**config.mk**
```make
export PLATFORM = sky130hd
export DESIGN_NAME = fft_peak_reader
export DESIGN_NICKNAME = d
export VERILOG_FILES = /design/src/rtl/fft_peak_reader.sv
export SDC_FILE = /design/constraint.sdc
export NUM_CORES = 1
export LEC_CHECK = 0
export CORE_ASPECT_RATIO = 1.25
export CORE_MARGIN = 5
export CORE_UTILIZATION = 45
export CTS_CLUSTER_DIAMETER = 150
export DETAILED_ROUTE_END_ITERATION = 6
export PLACE_DENSITY = 0.78
export SYNTH_ARGS = -nofsm -noshare
export SYNTH_HDL_FRONTEND = slang
export SYNTH_SLANG_ARGS = --single-unit
```
**constraint.sdc**
```tcl
create_clock -name clk -period 12.5 [get_ports clk]
set_input_delay 1.875 -clock clk [delete_from_list [all_inputs] [get_ports clk]]
set_output_delay 1.875 -clock clk [all_outputs]
set_load 0.02 [all_outputs]
```
**src/rtl/fft_peak_reader.sv**
```systemverilog
`default_nettype none
// ============================================================================
// Module      : fft_peak_reader
// Description : Scans a bin window of the FFT result memory after each
//               transform and reports the bin with the largest |re|+|im|.
// Revision    : 1.0 - initial release
// ============================================================================
module fft_peak_reader #(
  parameter int BIT_WIDTH = 16,
  parameter int N         = 9,
  parameter int FFT_SIZE  = 512,
  parameter int MIN_BIN   = 1,
  parameter int MAX_BIN   = 255,
  parameter int MIN_MAG   = 64
) (
  input  logic                   clk,
  input  logic                   reset,
  input  logic                   i_fft_done,
  output logic                   o_rd_en,
  output logic [N-1:0]           o_rd_add,
  input  logic [2*BIT_WIDTH-1:0] i_rd_data,
  output logic                   o_busy,
  output logic                   o_peak_valid,
  output logic                   o_peak_found,
  output logic [N-1:0]           o_peak_bin,
  output logic [BIT_WIDTH:0]     o_peak_mag
);

  // Window end is clamped to the non-mirrored half of the spectrum.
  localparam int            c_max_int = (MAX_BIN < FFT_SIZE/2) ? MAX_BIN : FFT_SIZE/2 - 1;
  localparam logic [N-1:0]  c_min_bin = N'(MIN_BIN);
  localparam logic [N-1:0]  c_max_bin = N'(c_max_int);
  localparam logic [BIT_WIDTH:0] c_min_mag = (BIT_WIDTH+1)'(MIN_MAG);

  typedef enum logic [1:0] {
    S_IDLE  = 2'd0,
    S_READ  = 2'd1,
    S_FLUSH = 2'd2,
    S_DONE  = 2'd3
  } state_t;

  state_t             r_state;
  logic               r_rd_en;
  logic [N-1:0]       r_rd_add;
  logic               r_busy;
  logic               r_peak_valid;
  logic               r_peak_found;
  logic [N-1:0]       r_peak_bin;
  logic [BIT_WIDTH:0] r_peak_mag;
  logic               r_cmp_valid;
  logic               r_cmp_first;
  logic [N-1:0]       r_cmp_bin;
  logic [N-1:0]       r_best_bin;
  logic [BIT_WIDTH:0] r_best_mag;

  logic signed [BIT_WIDTH-1:0] w_re;
  logic signed [BIT_WIDTH-1:0] w_im;
  logic [BIT_WIDTH:0]          w_abs_re;
  logic [BIT_WIDTH:0]          w_abs_im;
  logic [BIT_WIDTH:0]          w_mag;
  logic                        w_take;
  logic [N-1:0]                w_best_bin_nxt;
  logic [BIT_WIDTH:0]          w_best_mag_nxt;

  assign w_re = i_rd_data[2*BIT_WIDTH-1:BIT_WIDTH];
  assign w_im = i_rd_data[BIT_WIDTH-1:0];

  // One extra bit lets |-2^(W-1)| and the full sum fit without wrapping.
  assign w_abs_re = w_re[BIT_WIDTH-1] ? (~{1'b1, w_re} + 1'b1) : {1'b0, w_re};
  assign w_abs_im = w_im[BIT_WIDTH-1] ? (~{1'b1, w_im} + 1'b1) : {1'b0, w_im};
  assign w_mag    = w_abs_re + w_abs_im;

  always_comb begin
    w_take         = r_cmp_valid && (r_cmp_first || (w_mag > r_best_mag));
    w_best_bin_nxt = r_best_bin;
    w_best_mag_nxt = r_best_mag;
    if (w_take) begin
      w_best_bin_nxt = r_cmp_bin;
      w_best_mag_nxt = w_mag;
    end
  end

  always_ff @(posedge clk) begin
    if (!reset) begin
      r_state      <= S_IDLE;
      r_rd_en      <= 1'b0;
      r_rd_add     <= '0;
      r_busy       <= 1'b0;
      r_peak_valid <= 1'b0;
      r_peak_found <= 1'b0;
      r_peak_bin   <= '0;
      r_peak_mag   <= '0;
      r_cmp_valid  <= 1'b0;
      r_cmp_first  <= 1'b0;
      r_cmp_bin    <= '0;
      r_best_bin   <= '0;
      r_best_mag   <= '0;
    end else begin
      r_peak_valid <= 1'b0;
      r_cmp_valid  <= 1'b0;
      r_best_bin   <= w_best_bin_nxt;
      r_best_mag   <= w_best_mag_nxt;
      case (r_state)
        S_IDLE: begin
          if (i_fft_done) begin
            r_state  <= S_READ;
            r_rd_en  <= 1'b1;
            r_rd_add <= c_min_bin;
            r_busy   <= 1'b1;
          end
        end
        S_READ: begin
          // Tag the address just issued; its data is compared next cycle.
          r_cmp_valid <= 1'b1;
          r_cmp_bin   <= r_rd_add;
          r_cmp_first <= (r_rd_add == c_min_bin);
          if (r_rd_add == c_max_bin) begin
            r_state  <= S_FLUSH;
            r_rd_en  <= 1'b0;
            r_rd_add <= '0;
          end else begin
            r_rd_add <= r_rd_add + 1'b1;
          end
        end
        S_FLUSH: begin
          r_state      <= S_DONE;
          r_peak_valid <= 1'b1;
          r_peak_bin   <= w_best_bin_nxt;
          r_peak_mag   <= w_best_mag_nxt;
          r_peak_found <= (w_best_mag_nxt >= c_min_mag);
        end
        S_DONE: begin
          r_state <= S_IDLE;
          r_busy  <= 1'b0;
        end
        default: r_state <= S_IDLE;
      endcase
    end
  end

  assign o_rd_en      = r_rd_en;
  assign o_rd_add     = r_rd_add;
  assign o_busy       = r_busy;
  assign o_peak_valid = r_peak_valid;
  assign o_peak_found = r_peak_found;
  assign o_peak_bin   = r_peak_bin;
  assign o_peak_mag   = r_peak_mag;

endmodule
`default_nettype wire

```
Yosys cells after proc, flatten, opt, wreduce, memory -nomap -nowiden. Cells that the tools add are included.

Bitwise logic cells: 2. Add/sub/neg operators: 4. Reductions and logical operators: 9. Magnitude comparators: 2. Equal/unequal tests: 7. Mux-type cells: 16.

Operators by type and width (number): $mux 17 (3); $add 17x1->17 const B (2); $not 17->17 (2); $mux 9 (3); $pmux 9 s2 (1); $add 17x17->17 (1); $ge 17x7->1 const B (1); $gt 17x17->1 (1); $add 9x1->9 const B (1); $eq 9x1->1 const B (1); $eq 9x8->1 const B (1); $pmux 2 s4 (1); $reduce_and 2->1 (3); $eq 2x2->1 const B (2); $mux 1 (4); $mux 2 (2); $ne 2x2->1 const B (2); $pmux 1 s2 (2); $reduce_bool 2->1 (2); $reduce_and 3->1 (1); $eq 2x1->1 const B (1); $logic_not 2->1 (1); $logic_and 1x1->1 (1); $logic_or 1x1->1 (1).

Input port bits: 35. Logic and storage cells: 53. Flip-flop bits (word level): 78. Output and inout bits: 39.

Longest topological paths before layout.
Depth after elaboration: 9. Gate-level depth with buffers: 26. Gate-level depth less buffers: 23.

Worst setup path after synthesis. OpenSTA, ideal clock, no wires.

Kind: input-to-reg. Start point: in i_rd_data[1]. End point: reg r_peak_bin[4], in the netlist o_peak_bin[4]. Cell stages on the path: 22. Setup time: 139 ps. Arrival time: 6298 ps. Slack: 6063 ps. Buffers on the path: 3. Required time: 12361 ps. Path through: nor3_1 -> nand2_1 -> or3_1 -> or3_1 -> or3_1 -> o31ai_1 -> xnor2_1 -> ha_1 -> clkbuf_1 -> a21oi_1 -> nor3b_1 -> a31oi_1 -> xor2_1 -> ha_1 -> nand4_1 -> nor4_1 -> a2111oi_0 -> a21oi_1 -> buf_2 -> buf_2 -> mux2i_1 -> a211oi_1.

Cells in the longest elaborated chain, start to end: 8.

Ends and longest elaborated chain: from (decl) (line 21) `input logic [2*BIT_WIDTH-1:0] i_rd_data,`; $not 17->17 (line 70) `assign w_abs_im = w_im[BIT_WIDTH-1] ? (~{1'b1, w_im} + 1'b1) : {1'b0, w_im};`; $add 17x1->17 (line 70); $mux 17 (*) (line 70); $add 17x17->17 (*) (line 71) `assign w_mag = w_abs_re + w_abs_im;`; $gt 17x17->1 (*) (line 74) `w_take = r_cmp_valid && (r_cmp_first || (w_mag > r_best_mag));`; $logic_or 1x1->1 (*) (line 74); $logic_and 1x1->1 (*) (line 74); $mux 9 (*) (line 77) `if (w_take) begin`; to (signal assigned) (line 128) `r_peak_bin <= w_best_bin_nxt;`; to (decl) (line 48) `logic [N-1:0] r_peak_bin;`.

Every way passes the cells marked *; elsewhere a longest branch is shown, timed or not. A chain may end at the register's enable or synchronous reset.

Final worst setup path.
Start point: in i_rd_data[0]. End point: reg r_peak_found, in the netlist o_peak_found.

Cells in the longest elaborated chain, start to end: 9.

Ends and longest elaborated chain: $not 17->17 (line 70); $add 17x1->17 (line 70); $mux 17 (*) (line 70); $add 17x17->17 (*) (line 71); $gt 17x17->1 (line 74); $logic_or 1x1->1 (line 74); $logic_and 1x1->1 (line 74); $mux 17 (*) (line 77); $ge 17x7->1 (*) (line 130) `r_peak_found <= (w_best_mag_nxt >= c_min_mag);`; to (signal assigned) (line 130); to (decl) (line 47) `logic r_peak_found;`.

Marks and branches as above.

==> results.py <==
metrics = {
    "layout": {
        "area_growth_pct": 24.3,
        "layout.core_utilization_pct": 57.7,
        "total_area_of_multi_input_combinational_cells_mm2": 0.00295,
        "seq_area_mm2": 0.00156,
        "fin_nets": 701,
        "layout-drive-gt1-share_pct": 4.61,
        "fill_cells": 905,
        "fin_cells": 758,
        "antennaDiodeCount": 0,
    },
    "yosys": {
        "top_cells_by_area_synth": "dfxtp_1 33%, ha_1 11%, mux2i_1 6.8%",
        "synth-compound-area-share_pct": 16.5,
        "syn-cell-area_mm2": 0.00471,
        "mapped_nets": 641,
        "muxShareOfSynthArea_pct": 7.27,
        "synth_edf_count": 0,
        "synth.most_common_cell": "nor2_1",
        "netlist_instances": 564,
        "synthDominantAreaCellType": "dfxtp_1",
        "yosys_register_bits": 78,
        "synthAdderAreaFrac_pct": 11.3,
        "synthDistinctLibCells": 52,
        "synth.avg_cell_area_um2": 8.36,
        "synth.top_cell.area_share_pct": 33.1,
        "main_combinational_cell_family_by_area_after_synthesis": "simple AND/OR/NAND/NOR gates",
        "netlist_top_cells_count": "84 x nor2_1, 78 x dfxtp_1, 48 x nand2_1, 41 x ha_1, 34 x xnor2_1",
        "sequential_share_of_the_synthesized_area_pct": 33.1,
        "yosys.area_share.simple_pct": 18.5,
        "synth-warning-count": 0,
        "ys_async_sr_fraction_pct": 0,
        "ys.flop_type": "dfxtp_1",
        "post_synth_xor_area_fraction_pct": 8.73,
    },
    "status": {
        "run_status": "finished, final reports clean",
    },
    "detailed_routing": {
        "drt-vias-per-instance": 5.49,
        "top_layer_in_use": "met4",
        "route.detailed.wl_per_inst_um": 14.4,
        "drt_drc_violations_left": 0,
        "firstDrtPassIters": 5,
        "wirelength_mm": 10.9,
        "routedLengthMet1_mm": 4.66,
        "drt.antenna.violating_nets": 0,
        "drt_first_iter_violations": 242,
        "detailroute.via_count": 4163,
        "met2_wirelength_mm": 5.53,
        "wl_met3_um": 559,
    },
    "floorplanning": {
        "die_area_mm2": 0.0126,
        "core_region_area_mm2": 0.0102,
        "die_height_um": 124,
        "top_level_ports": 74,
        "die-width_um": 102,
        "floorplan.initialDensity_pct": 46.4,
        "std_cell_rows": 41,
    },
    "clock_network": {
        "cts-buffers-inserted": 9,
        "tritoncts_num_sinks": 78,
        "htree_levels": 3,
        "hold_buffers": 0,
        "cts_setup_buffers": 0,
        "clock_path_buffers": 2,
        "clkTransAtPathRegs_ns": 0.06,
        "cts.root.buffer_cell": "clkbuf_16",
        "cts_tree": "built",
        "post_cts_resize_count": 0,
        "clk_latency_ns": 0.34,
    },
    "power": {
        "power.sequential.fraction_pct": 29.7,
        "p_clk_share_pct": 25.5,
        "power.density_mw_per_mm2": 189,
        "net-switching-power_mw": 0.412,
        "power.switching_fraction_pct": 37.3,
        "total_leakage_power_nw": 2.17,
        "cellInternalPower_mw": 0.692,
        "combPwrFrac_pct": 44.7,
        "vdd_drop_max_mv": 0.0699,
    },
    "sta": {
        "grt_setup_unrepaired": "false",
        "worstMarginPinSlew_ns": 1.16,
        "max_freq_ghz": 0.131,
        "hold_slack_ns": 0.479,
        "slew_viol_final": 0,
        "fin_skew_ns": 0.00346,
        "setup-violations-final": 0,
        "period_minus_slack_ns": 7.61,
        "timing.max_slew.rel_slack_pct": 22.7,
        "period_utilization_pct": 60.9,
        "final_hold_viol_count": 0,
        "finalSetupTns_ns": 0,
    },
    "placement": {
        "placed_wire_length_estimate_after_detailed_placement_mm": 8.39,
        "globalplace.congestion": 0.912,
        "placed_cells_incl_taps": 742,
        "port_buffers": 73,
    },
    "grt": {
        "grt_first_pass_wirelength_mm": 18.6,
        "grt_remaining_overflow": 0,
        "first_global_vias": 4151,
        "global_route.usage.total_pct": 17.6,
        "grt_start_max_net_pins": 55,
        "antenna_found_initial": 0,
    },
    "setup_path": {
        "worstPathArrival_ns": 7.82,
        "timing.setup.critical_path_class": "primary input to flip-flop",
        "cp.buffers_inverters": 1,
        "worst_path_largest_cell_delay_ns": 0.81,
        "crit_path_end_kind": "flip-flop",
        "crit_path_top_delay_cell": "a2111oi_0",
        "cp_cell_sequence": "clkdlybuf4s50_1 -> nor3_1 -> nand2_1 -> or3_1 -> or3_1 -> or3_1 -> o31ai_1 -> xnor2_1 -> ha_1 -> nand2_1 -> o221a_2 -> xnor2_1 -> ha_1 -> a211oi_1 -> nor2_1 -> a2111oi_0 -> a21oi_4 -> or4_1 -> a21oi_1 -> a31oi_1",
        "cp.required_ns": 12.71,
        "worst_path_dominant_cell_family": "compound AO/OA/AOI/OAI gates",
        "critical_path.max_fanout": 30,
        "cp-start-kind": "primary input",
        "timing.critical_path.mode_cell": "or3_1",
    },
    "hold_path": {
        "hold_class": "flip-flop to flip-flop",
    },
    "flow_run": {
        "timing.max_cap.violations": 0,
    },
}
layout by cell type (no fill, tap or decap), types with 3 or more instances in the layout:
cell,n
nor3_1,8
ha_1,40
nand2_1,48
o211ai_1,3
clkbuf_16,9
and2_1,5
o21ai_0,19
clkdlybuf4s50_1,73
a21o_1,6
nor4_1,4
xor2_1,13
dfxtp_1,78
inv_1,29
a211oi_1,27
or3_1,9
o21a_1,3
xnor2_1,34
nand3_1,5
mux2i_1,32
nor2_1,84
a31oi_1,6
a21oi_1,25
nand2b_1,6
nand4_1,7
o31ai_1,9
per-stage QoR:
stage | power [mW] | cell area [um^2] | setup WS (ns)
global route | 1.18 | 5860 | 4.47
finish | 1.10 | 5860 | 4.89
CTS | 1.11 | 5860 | 5.02
detailed placement | 0.824 | 5530 | 4.67
global placement | 0.809 | 5530 | 4.90
floorplan | 0.664 | 4710 | 6.06
flip-flops by register name (all words and copies together) (netlist names), 2 cells and up:
register / count
o_peak_bin: 9
o_peak_mag: 17
o_rd_add: 9
r_best_bin: 9
r_best_mag: 17
r_cmp_bin: 9
r_state: 2
power groups by stage:
stage / combinational, mW / sequential, mW / clock [mW]
floorplan: 0.298 / 0.366 / 0
global placement: 0.477 / 0.332 / 0
detailed placement: 0.490 / 0.334 / 0
CTS: 0.494 / 0.329 / 0.285
global route: 0.547 / 0.334 / 0.295
finish: 0.494 / 0.328 / 0.282
worst reg2reg max path, delay by kind of cell, from the launching register on:
family	cells	cell delay (ns)
AO/OA/AOI/OAI	6	2.03
adder cells (fa/ha/maj)	1	0.30
buffers and inverters	1	0.05
flip-flops	1	0.33
AND/OR/NAND/NOR	1	0.54
path summary, 6_finish.rpt:
kind / start / endpoint / slack, ns / cells past startpoint
min: r_cmp_bin[3] / r_cmp_bin[3] / 0.48 / 2
min reg2reg: r_cmp_bin[3] / r_cmp_bin[3] / 0.48 / 2
max: i_rd_data[0] / o_peak_found / 4.89 / 20
max reg2reg: r_best_mag[2] / o_peak_found / 9.13 / 9
kinds of logic (layout without fill, tap and decap cells):
group	count (synthesis)	in the layout
DFF	78	78
AOI/OAI and AO/OA	115	115
adders and majority gates	42	42
xor gates and xnor gates	47	47
and+or+nand+nor	192	192
buffers and inverters	56	121
muxes	34	34
routing by layer:
layer / vias up / track usage (%)
met5: - / 0
met3: 14 / 3.81
li1: 2103 / -
met4: 0 / 5.48
met2: 116 / 30.9
met1: 1930 / 20.8
layout make-up:
cell class                 count  share of cell area [%]
tap                          129                    2.75
timing repair buffer          75                    12.7
inverter                      30                    1.92
clock buffer                  11                    4.14
multi-input combinational    430                    50.4
sequential                    78                    26.6
clock inverter                 5                    1.41
Note: power is estimated with default switching activity, not from simulation.
